## config.mk

```make
export PLATFORM = sky130hd
export DESIGN_NAME = mac_arbiter_flat
export DESIGN_NICKNAME = d
export VERILOG_FILES = /design/src/rtl/mac_arbiter_if.sv /design/src/rtl/mac_arbiter.sv /design/src/flat_wrapper.sv
export SDC_FILE = /design/constraint.sdc
export NUM_CORES = 1
export LEC_CHECK = 0
export BUFFER_PORTS_ARGS = -buffer_cell sky130_fd_sc_hd__clkbuf_2
export CAP_MARGIN = 10
export CORE_MARGIN = 2
export CORE_UTILIZATION = 35
export CTS_CLUSTER_DIAMETER = 200
export DETAILED_ROUTE_END_ITERATION = 6
export GPL_TIMING_DRIVEN = 0
export PLACE_DENSITY = 0.81
export SLEW_MARGIN = 20
export SYNTH_ARGS = -nofsm -noshare
export SYNTH_HDL_FRONTEND = slang
export SYNTH_SLANG_ARGS = --single-unit
```

## constraint.sdc

```tcl
create_clock -name clk -period 1.7 [get_ports clk]
set_clock_uncertainty 0.2 [all_clocks]
set_input_delay 0.085 -clock clk [delete_from_list [all_inputs] [get_ports clk]]
set_output_delay 0.085 -clock clk [all_outputs]
set_load 0.005 [all_outputs]
```

## src/rtl/mac_arbiter_if.sv

```systemverilog
// Signal bundle between two MAC requesters, the shared MAC and the response sink.
// The slave modport is the arbiter's view; master is the surrounding environment.
interface mac_arbiter_if;
  logic        req0_valid, req0_ready, req0_signed, req0_last;
  logic [7:0]  req0_a, req0_b;
  logic        req1_valid, req1_ready, req1_signed, req1_last;
  logic [7:0]  req1_a, req1_b;

  logic [7:0]  mac_data_a, mac_data_b;
  logic        mac_clear_and_mult, mac_signed_mode, mac_valid;
  logic [15:0] mac_result;
  logic        mac_overflow;

  logic        rsp_valid, rsp_ready, rsp_id, rsp_overflow, rsp_timeout;
  logic [15:0] rsp_result;

  modport slave (
    input  req0_valid, req0_a, req0_b, req0_signed, req0_last,
    input  req1_valid, req1_a, req1_b, req1_signed, req1_last,
    input  mac_result, mac_overflow, rsp_ready,
    output req0_ready, req1_ready,
    output mac_data_a, mac_data_b, mac_clear_and_mult, mac_signed_mode, mac_valid,
    output rsp_valid, rsp_id, rsp_result, rsp_overflow, rsp_timeout
  );

  modport master (
    output req0_valid, req0_a, req0_b, req0_signed, req0_last,
    output req1_valid, req1_a, req1_b, req1_signed, req1_last,
    output mac_result, mac_overflow, rsp_ready,
    input  req0_ready, req1_ready,
    input  mac_data_a, mac_data_b, mac_clear_and_mult, mac_signed_mode, mac_valid,
    input  rsp_valid, rsp_id, rsp_result, rsp_overflow, rsp_timeout
  );
endinterface

```

## src/rtl/mac_arbiter.sv

```systemverilog
// Two-requester round-robin arbiter in front of a pipelined MAC, with job locking and response capture.
// Optional grant watchdog enabled by defining MAC_ARB_TIMEOUT_EN.
module mac_arbiter #(
  parameter int MAC_LATENCY    = 3,
  parameter int TIMEOUT_CYCLES = 16
) (
  input logic          clk,
  input logic          rst_n,
  mac_arbiter_if.slave bus
);
  localparam int L = MAC_LATENCY;

  if (MAC_LATENCY < 1 || TIMEOUT_CYCLES < 1) begin : g_bad_cfg
    $error("mac_arbiter: MAC_LATENCY and TIMEOUT_CYCLES must be at least 1");
  end

  typedef enum logic [1:0] {IDLE, STREAM, DRAIN, RESP} state_t;

  state_t        state_q;
  logic          grant_q, prio_q, first_q, signed_q;
  logic          ready0_q, ready1_q;
  logic [L-1:0]  tag_q;
  logic          rsp_valid_q, rsp_id_q, rsp_overflow_q;
  logic [15:0]   rsp_result_q;
`ifdef MAC_ARB_TIMEOUT_EN
  localparam int CW = $clog2(TIMEOUT_CYCLES + 1);
  logic [CW-1:0] idle_cnt_q;
  logic [L-1:0]  flight_q;
  logic          timed_out_q, rsp_timeout_q;
`endif

  logic       g_valid, g_signed, g_last, pick_g, beat;
  logic [7:0] g_a, g_b;

  always_comb begin
    // NOTE: every always_comb output gets a default first so no path can infer a latch.
    g_valid  = bus.req0_valid;
    g_a      = bus.req0_a;
    g_b      = bus.req0_b;
    g_signed = bus.req0_signed;
    g_last   = bus.req0_last;
    if (grant_q) begin
      g_valid  = bus.req1_valid;
      g_a      = bus.req1_a;
      g_b      = bus.req1_b;
      g_signed = bus.req1_signed;
      g_last   = bus.req1_last;
    end
    pick_g = (bus.req0_valid && bus.req1_valid) ? prio_q : bus.req1_valid;
  end

  // Readies are only ever raised for the granted requester, so this is the accept strobe.
  assign beat = g_valid & (grant_q ? ready1_q : ready0_q);

  assign bus.req0_ready         = ready0_q;
  assign bus.req1_ready         = ready1_q;
  assign bus.mac_valid          = beat;
  assign bus.mac_data_a         = beat ? g_a : 8'd0;
  assign bus.mac_data_b         = beat ? g_b : 8'd0;
  assign bus.mac_clear_and_mult = beat & first_q;
  assign bus.mac_signed_mode    = beat & (first_q ? g_signed : signed_q);
  assign bus.rsp_valid          = rsp_valid_q;
  assign bus.rsp_id             = rsp_id_q;
  assign bus.rsp_result         = rsp_result_q;
  assign bus.rsp_overflow       = rsp_overflow_q;
`ifdef MAC_ARB_TIMEOUT_EN
  assign bus.rsp_timeout        = rsp_timeout_q;
`else
  assign bus.rsp_timeout        = 1'b0;
`endif

  // NOTE: sequential state uses <= so every flop samples the pre-edge values of its peers.
  always_ff @(posedge clk or negedge rst_n) begin
    if (!rst_n) begin
      state_q        <= IDLE;
      grant_q        <= 1'b0;
      prio_q         <= 1'b0;
      first_q        <= 1'b0;
      signed_q       <= 1'b0;
      ready0_q       <= 1'b0;
      ready1_q       <= 1'b0;
      // NOTE: the tag pipeline is reset too; a stale tag would fabricate a response after reset.
      tag_q          <= '0;
      rsp_valid_q    <= 1'b0;
      rsp_id_q       <= 1'b0;
      rsp_result_q   <= '0;
      rsp_overflow_q <= 1'b0;
`ifdef MAC_ARB_TIMEOUT_EN
      idle_cnt_q     <= '0;
      flight_q       <= '0;
      timed_out_q    <= 1'b0;
      rsp_timeout_q  <= 1'b0;
`endif
    end else begin
      tag_q <= (tag_q << 1) | L'(beat & g_last);
`ifdef MAC_ARB_TIMEOUT_EN
      flight_q <= (flight_q << 1) | L'(beat);
`endif
      case (state_q)
        IDLE: begin
          if (bus.req0_valid || bus.req1_valid) begin
            grant_q  <= pick_g;
            prio_q   <= ~pick_g;
            ready0_q <= ~pick_g;
            ready1_q <= pick_g;
            first_q  <= 1'b1;
            state_q  <= STREAM;
`ifdef MAC_ARB_TIMEOUT_EN
            idle_cnt_q  <= '0;
            timed_out_q <= 1'b0;
`endif
          end
        end
        STREAM: begin
          if (beat) begin
            first_q <= 1'b0;
            if (first_q) signed_q <= g_signed;
            if (g_last) begin
              ready0_q <= 1'b0;
              ready1_q <= 1'b0;
              state_q  <= DRAIN;
            end
`ifdef MAC_ARB_TIMEOUT_EN
            idle_cnt_q <= '0;
          end else if (idle_cnt_q == CW'(TIMEOUT_CYCLES - 1)) begin
            ready0_q    <= 1'b0;
            ready1_q    <= 1'b0;
            timed_out_q <= 1'b1;
            state_q     <= DRAIN;
          end else begin
            idle_cnt_q <= idle_cnt_q + CW'(1);
`endif
          end
        end
        DRAIN: begin
`ifdef MAC_ARB_TIMEOUT_EN
          // An abandoned job still lets issued beats leave the MAC before answering.
          if (timed_out_q) begin
            if (flight_q == '0) begin
              rsp_result_q   <= '0;
              rsp_overflow_q <= 1'b0;
              rsp_timeout_q  <= 1'b1;
              rsp_id_q       <= grant_q;
              rsp_valid_q    <= 1'b1;
              state_q        <= RESP;
            end
          end else
`endif
          if (tag_q[L-1]) begin
            rsp_result_q   <= bus.mac_result;
            rsp_overflow_q <= bus.mac_overflow;
            rsp_id_q       <= grant_q;
            rsp_valid_q    <= 1'b1;
            state_q        <= RESP;
`ifdef MAC_ARB_TIMEOUT_EN
            rsp_timeout_q  <= 1'b0;
`endif
          end
        end
        RESP: begin
          if (bus.rsp_ready) begin
            rsp_valid_q <= 1'b0;
            state_q     <= IDLE;
          end
        end
        default: state_q <= IDLE;
      endcase
    end
  end
endmodule

```

## src/flat_wrapper.sv

```systemverilog
// flat-port wrapper written by rule: the top's interface ports become plain ports
module mac_arbiter_flat 
#(
  parameter int MAC_LATENCY    = 3,
  parameter int TIMEOUT_CYCLES = 16
)
  (clk, rst_n, bus_req0_valid, bus_req0_a, bus_req0_b, bus_req0_signed, bus_req0_last, bus_req1_valid, bus_req1_a, bus_req1_b, bus_req1_signed, bus_req1_last, bus_mac_result, bus_mac_overflow, bus_rsp_ready, bus_req0_ready, bus_req1_ready, bus_mac_data_a, bus_mac_data_b, bus_mac_clear_and_mult, bus_mac_signed_mode, bus_mac_valid, bus_rsp_valid, bus_rsp_id, bus_rsp_result, bus_rsp_overflow, bus_rsp_timeout);
  mac_arbiter_if bus_i ();
  input logic clk;
  input logic rst_n;
  input wire logic [$bits(bus_i.req0_valid)-1:0] bus_req0_valid;
  input wire logic [$bits(bus_i.req0_a)-1:0] bus_req0_a;
  input wire logic [$bits(bus_i.req0_b)-1:0] bus_req0_b;
  input wire logic [$bits(bus_i.req0_signed)-1:0] bus_req0_signed;
  input wire logic [$bits(bus_i.req0_last)-1:0] bus_req0_last;
  input wire logic [$bits(bus_i.req1_valid)-1:0] bus_req1_valid;
  input wire logic [$bits(bus_i.req1_a)-1:0] bus_req1_a;
  input wire logic [$bits(bus_i.req1_b)-1:0] bus_req1_b;
  input wire logic [$bits(bus_i.req1_signed)-1:0] bus_req1_signed;
  input wire logic [$bits(bus_i.req1_last)-1:0] bus_req1_last;
  input wire logic [$bits(bus_i.mac_result)-1:0] bus_mac_result;
  input wire logic [$bits(bus_i.mac_overflow)-1:0] bus_mac_overflow;
  input wire logic [$bits(bus_i.rsp_ready)-1:0] bus_rsp_ready;
  output wire logic [$bits(bus_i.req0_ready)-1:0] bus_req0_ready;
  output wire logic [$bits(bus_i.req1_ready)-1:0] bus_req1_ready;
  output wire logic [$bits(bus_i.mac_data_a)-1:0] bus_mac_data_a;
  output wire logic [$bits(bus_i.mac_data_b)-1:0] bus_mac_data_b;
  output wire logic [$bits(bus_i.mac_clear_and_mult)-1:0] bus_mac_clear_and_mult;
  output wire logic [$bits(bus_i.mac_signed_mode)-1:0] bus_mac_signed_mode;
  output wire logic [$bits(bus_i.mac_valid)-1:0] bus_mac_valid;
  output wire logic [$bits(bus_i.rsp_valid)-1:0] bus_rsp_valid;
  output wire logic [$bits(bus_i.rsp_id)-1:0] bus_rsp_id;
  output wire logic [$bits(bus_i.rsp_result)-1:0] bus_rsp_result;
  output wire logic [$bits(bus_i.rsp_overflow)-1:0] bus_rsp_overflow;
  output wire logic [$bits(bus_i.rsp_timeout)-1:0] bus_rsp_timeout;
  assign bus_i.req0_valid = bus_req0_valid;
  assign bus_i.req0_a = bus_req0_a;
  assign bus_i.req0_b = bus_req0_b;
  assign bus_i.req0_signed = bus_req0_signed;
  assign bus_i.req0_last = bus_req0_last;
  assign bus_i.req1_valid = bus_req1_valid;
  assign bus_i.req1_a = bus_req1_a;
  assign bus_i.req1_b = bus_req1_b;
  assign bus_i.req1_signed = bus_req1_signed;
  assign bus_i.req1_last = bus_req1_last;
  assign bus_i.mac_result = bus_mac_result;
  assign bus_i.mac_overflow = bus_mac_overflow;
  assign bus_i.rsp_ready = bus_rsp_ready;
  assign bus_req0_ready = bus_i.req0_ready;
  assign bus_req1_ready = bus_i.req1_ready;
  assign bus_mac_data_a = bus_i.mac_data_a;
  assign bus_mac_data_b = bus_i.mac_data_b;
  assign bus_mac_clear_and_mult = bus_i.mac_clear_and_mult;
  assign bus_mac_signed_mode = bus_i.mac_signed_mode;
  assign bus_mac_valid = bus_i.mac_valid;
  assign bus_rsp_valid = bus_i.rsp_valid;
  assign bus_rsp_id = bus_i.rsp_id;
  assign bus_rsp_result = bus_i.rsp_result;
  assign bus_rsp_overflow = bus_i.rsp_overflow;
  assign bus_rsp_timeout = bus_i.rsp_timeout;
  mac_arbiter #(.MAC_LATENCY(MAC_LATENCY), .TIMEOUT_CYCLES(TIMEOUT_CYCLES)) u_core (.clk(clk), .rst_n(rst_n), .bus(bus_i));
endmodule
```

==> impl_metrics.env <==
export IMPL_run_status="finished, violations left"
export IMPL_violations="setup timing"
export IMPL_finalMaxSlewViolations=0
export IMPL_period_share=1.02
export IMPL_relSlewSlack=0.515
export IMPL_drive_above_1_share=0.587
export IMPL_yosysTopAreaCell="dfrtp_1"
export IMPL_fp_dieArea_um2=5130
export IMPL_hpwl_mm=2.74
export IMPL_vdd_drop_max_uv=235
export IMPL_wl_per_cell_um=12.3
export IMPL_cp_start_kind="flop"
export IMPL_initial_core_util=0.365
export IMPL_grt_pass1_vias=1537
export IMPL_cp_max_fo=10
export IMPL_viasPerCell=4.73
export IMPL_crit_reg2reg_launch="u_core.state_q[0]"
export IMPL_grtUsageTotal=0.168
export IMPL_grt_first_pass_wirelength_mm=6.75
export IMPL_p_leak_nw=1.36
export IMPL_stdcell_count=335
export IMPL_die_h_um=71.6
export IMPL_drtPass1Iterations=4
export IMPL_n_antenna_cell=0
export IMPL_setup_ws_ns=-0.0363
export IMPL_antenna_found_initial=0
export IMPL_grt_start_max_net_pins=31
export IMPL_drtIter0Drc=38
export IMPL_ys_warn_count=0
export IMPL_synth_top_area_frac=0.469
export IMPL_endpoint_kind="output pin"
export IMPL_antenna_left=0
export IMPL_synthTopCellsByCount="dfrtp_1, nor2_1, mux2_2, mux2i_1, nand2_1"
export IMPL_rsz0062_at_grt="yes"
export IMPL_ys_ff_latch=30
export IMPL_place_inst=290
export IMPL_startpoint="u_core.grant_q"
export IMPL_postSynthNetCount=205
export IMPL_final_core_util=0.615
export IMPL_synth_distinct_cells=30
export IMPL_cts_sinks=30
export IMPL_worstHoldPathType="primary input to flop"
export IMPL_synth_area_um2=1600
export IMPL_clk_pin_slew_ns=0.06
export IMPL_synthToLayoutAreaGrowth_pct=68.4
export IMPL_num_vias=1583
export IMPL_synth_most_common_cell="dfrtp_1"
export IMPL_cp_endpoint="bus_mac_data_a[4]"
export IMPL_arrival_ns=1.45
export IMPL_synth_avg_cell_area_um2=11.3
export IMPL_clk_latency_ns=0.27
export IMPL_tightest_slew_ns=0.727
export IMPL_cts_tree="built"
export IMPL_fin_crit_ns=1.74
export IMPL_final_nets=346
export IMPL_r2r_end="u_core.state_q[1]"
export IMPL_h_tree_depth=2
export IMPL_io_pin_count=99
export IMPL_wl_mm=4.14
export IMPL_gp_congestion=0.769
export IMPL_ys_seq_area_frac=0.469
export IMPL_rows=24
export IMPL_syn_instance_count=142
export IMPL_synth_edf_count=0
export IMPL_core_um2=4380
export IMPL_place_port_buffers=96
export IMPL_fmax_ghz=0.576
export IMPL_cts_made_buffers=5
export IMPL_power_density_nw_per_um2=541
export IMPL_ys_top_cells_by_area="dfrtp_1, mux2_2, mux2i_1"
export IMPL_synth_async_reset_ratio=1.00
export IMPL_hold_viol_final=0
export IMPL_cts_root_buffer="clkbuf_8"
export IMPL_remaining_drc_errors=0
export IMPL_crit_type="flop to output pin"
export IMPL_synth_ff_type="dfrtp_1"
export IMPL_worstPathRequired_ns=1.41
export IMPL_clk_path_buf_depth=2
export IMPL_regToRegSetupSlack_ns=-0.04
export IMPL_max_cap_violations=0
export IMPL_dieWidth_um=71.6
export IMPL_setup_viol=13
export IMPL_grt_overflow_total=0
export IMPL_ff2ff_path_depth=6
==> stage by stage <==
stage / cell area [um^2] / TNS [ns] / total power [mW] / hold WS, ns / setup slack (ns)
floorplan: 1600 / 0 / 0.797 / -0.411 / 0.00553
global placement: 2150 / -1.17 / 0.896 / -0.0294 / -0.112
detailed placement: 2150 / -1.48 / 0.902 / -0.0134 / -0.143
CTS: 2620 / -0.00622 / 1.47 / 0.00483 / -0.00622
global route: 2700 / -1.97 / 1.54 / 0.0669 / -0.141
finish: 2700 / -0.353 / 1.46 / 0.0367 / -0.0363
==> flip-flops by register name, summed over array words and instances, names as in the netlist <==
name                     flops
u_core.signed_q              1
u_core.bus.rsp_valid         1
u_core.bus.rsp_overflow      1
u_core.first_q               1
u_core.tag_q                 3
u_core.grant_q               1
u_core.bus.req1_ready        1
u_core.bus.req0_ready        1
u_core.state_q               2
u_core.prio_q                1
u_core.bus.rsp_result       16
u_core.bus.rsp_id            1
==> critical path, cell delays in order, from the launching register on <==
cell and delay (ns):
dfrtp_1 0.44, nand3_2 0.11, o21a_1 0.12, buf_6 0.14
buf_12 0.14, nor2_2 0.10, clkbuf_2 0.11
==> cells in the final DEF, fill, tap and decap left out, types with 3 or more instances in the layout <==
cell / instances
nand2_1: 7
mux2_2: 18
dfrtp_1: 30
a21oi_1: 3
ha_4: 3
buf_4: 12
inv_1: 3
dlygate4sd3_1: 25
clkbuf_2: 91
buf_6: 6
buf_2: 5
mux2i_2: 3
a31oi_1: 4
nand3_1: 3
clkbuf_8: 5
mux2i_1: 15
nor2_2: 8
nor2_1: 14
==> repair_timing <==
item / 4_1_cts / 5_1_grt
endpoints found under the hold margin: 54 / 0
cloned: 0 / 0
endpoints found under the setup margin: 22 / 19
gates resized for setup: 16 / 21
hold buffers: 25 / 0
setup buffers: 11 / 3
pin swaps: 5 / 4
==> power breakdown <==
part / internal, mW / switching, mW / leakage, nW
Sequential: 0.735 / 0.00953 / 0.375
Clock: 0.281 / 0.239 / 0.0383
Combinational: 0.122 / 0.0710 / 0.950
==> area by class of cell <==
class / instances / area [um^2]
sequential: 30 / 751
timing repair buffer: 135 / 851
inverter: 6 / 25.0
fill: 370 / 1690
buffer: 6 / 72.6
tap: 52 / 65.1
multi-input combinational: 99 / 856
clock buffer: 7 / 76.3
==> layer usage <==
layer | up-vias | global-route usage | wire [um]
met2 | 84 | 0.328 | 2200
li1 | 773 | - | -
met5 | - | 0 | 0
met1 | 718 | 0.169 | 1530
met3 | 8 | 0.0422 | 330
met4 | 0 | 0.0650 | 83
==> kinds of logic (layout without fill, tap and decap cells) <==
group | Yosys count | count (layout) | synth area share
muxes | 37 | 37 | 0.248
and+or+nand+nor | 41 | 41 | 0.120
other | 1 | 1 | 0.00234
adders and majority gates | 5 | 5 | 0.0391
AOI/OAI and AO/OA | 15 | 15 | 0.0703
buffers and inverters | 13 | 154 | 0.0516
DFF | 30 | 30 | 0.469
==> how the worst min path moves through the flow <==
stage | from | endpoint | slack [ns] | cells after the start
floorplan | rst_n | u_core.bus.req0_ready | -0.41 | 0
finish | bus_req0_valid | u_core.bus.req1_ready | 0.04 | 4
global placement | rst_n | u_core.tag_q[2] | -0.03 | 1
detailed placement | rst_n | u_core.bus.rsp_result[1] | -0.01 | 1
CTS | bus_req0_valid | u_core.bus.req1_ready | 0.005 | 4
global route | bus_req0_valid | u_core.bus.req1_ready | 0.07 | 4
No activity file was read; power rests on OpenSTA's default activity.
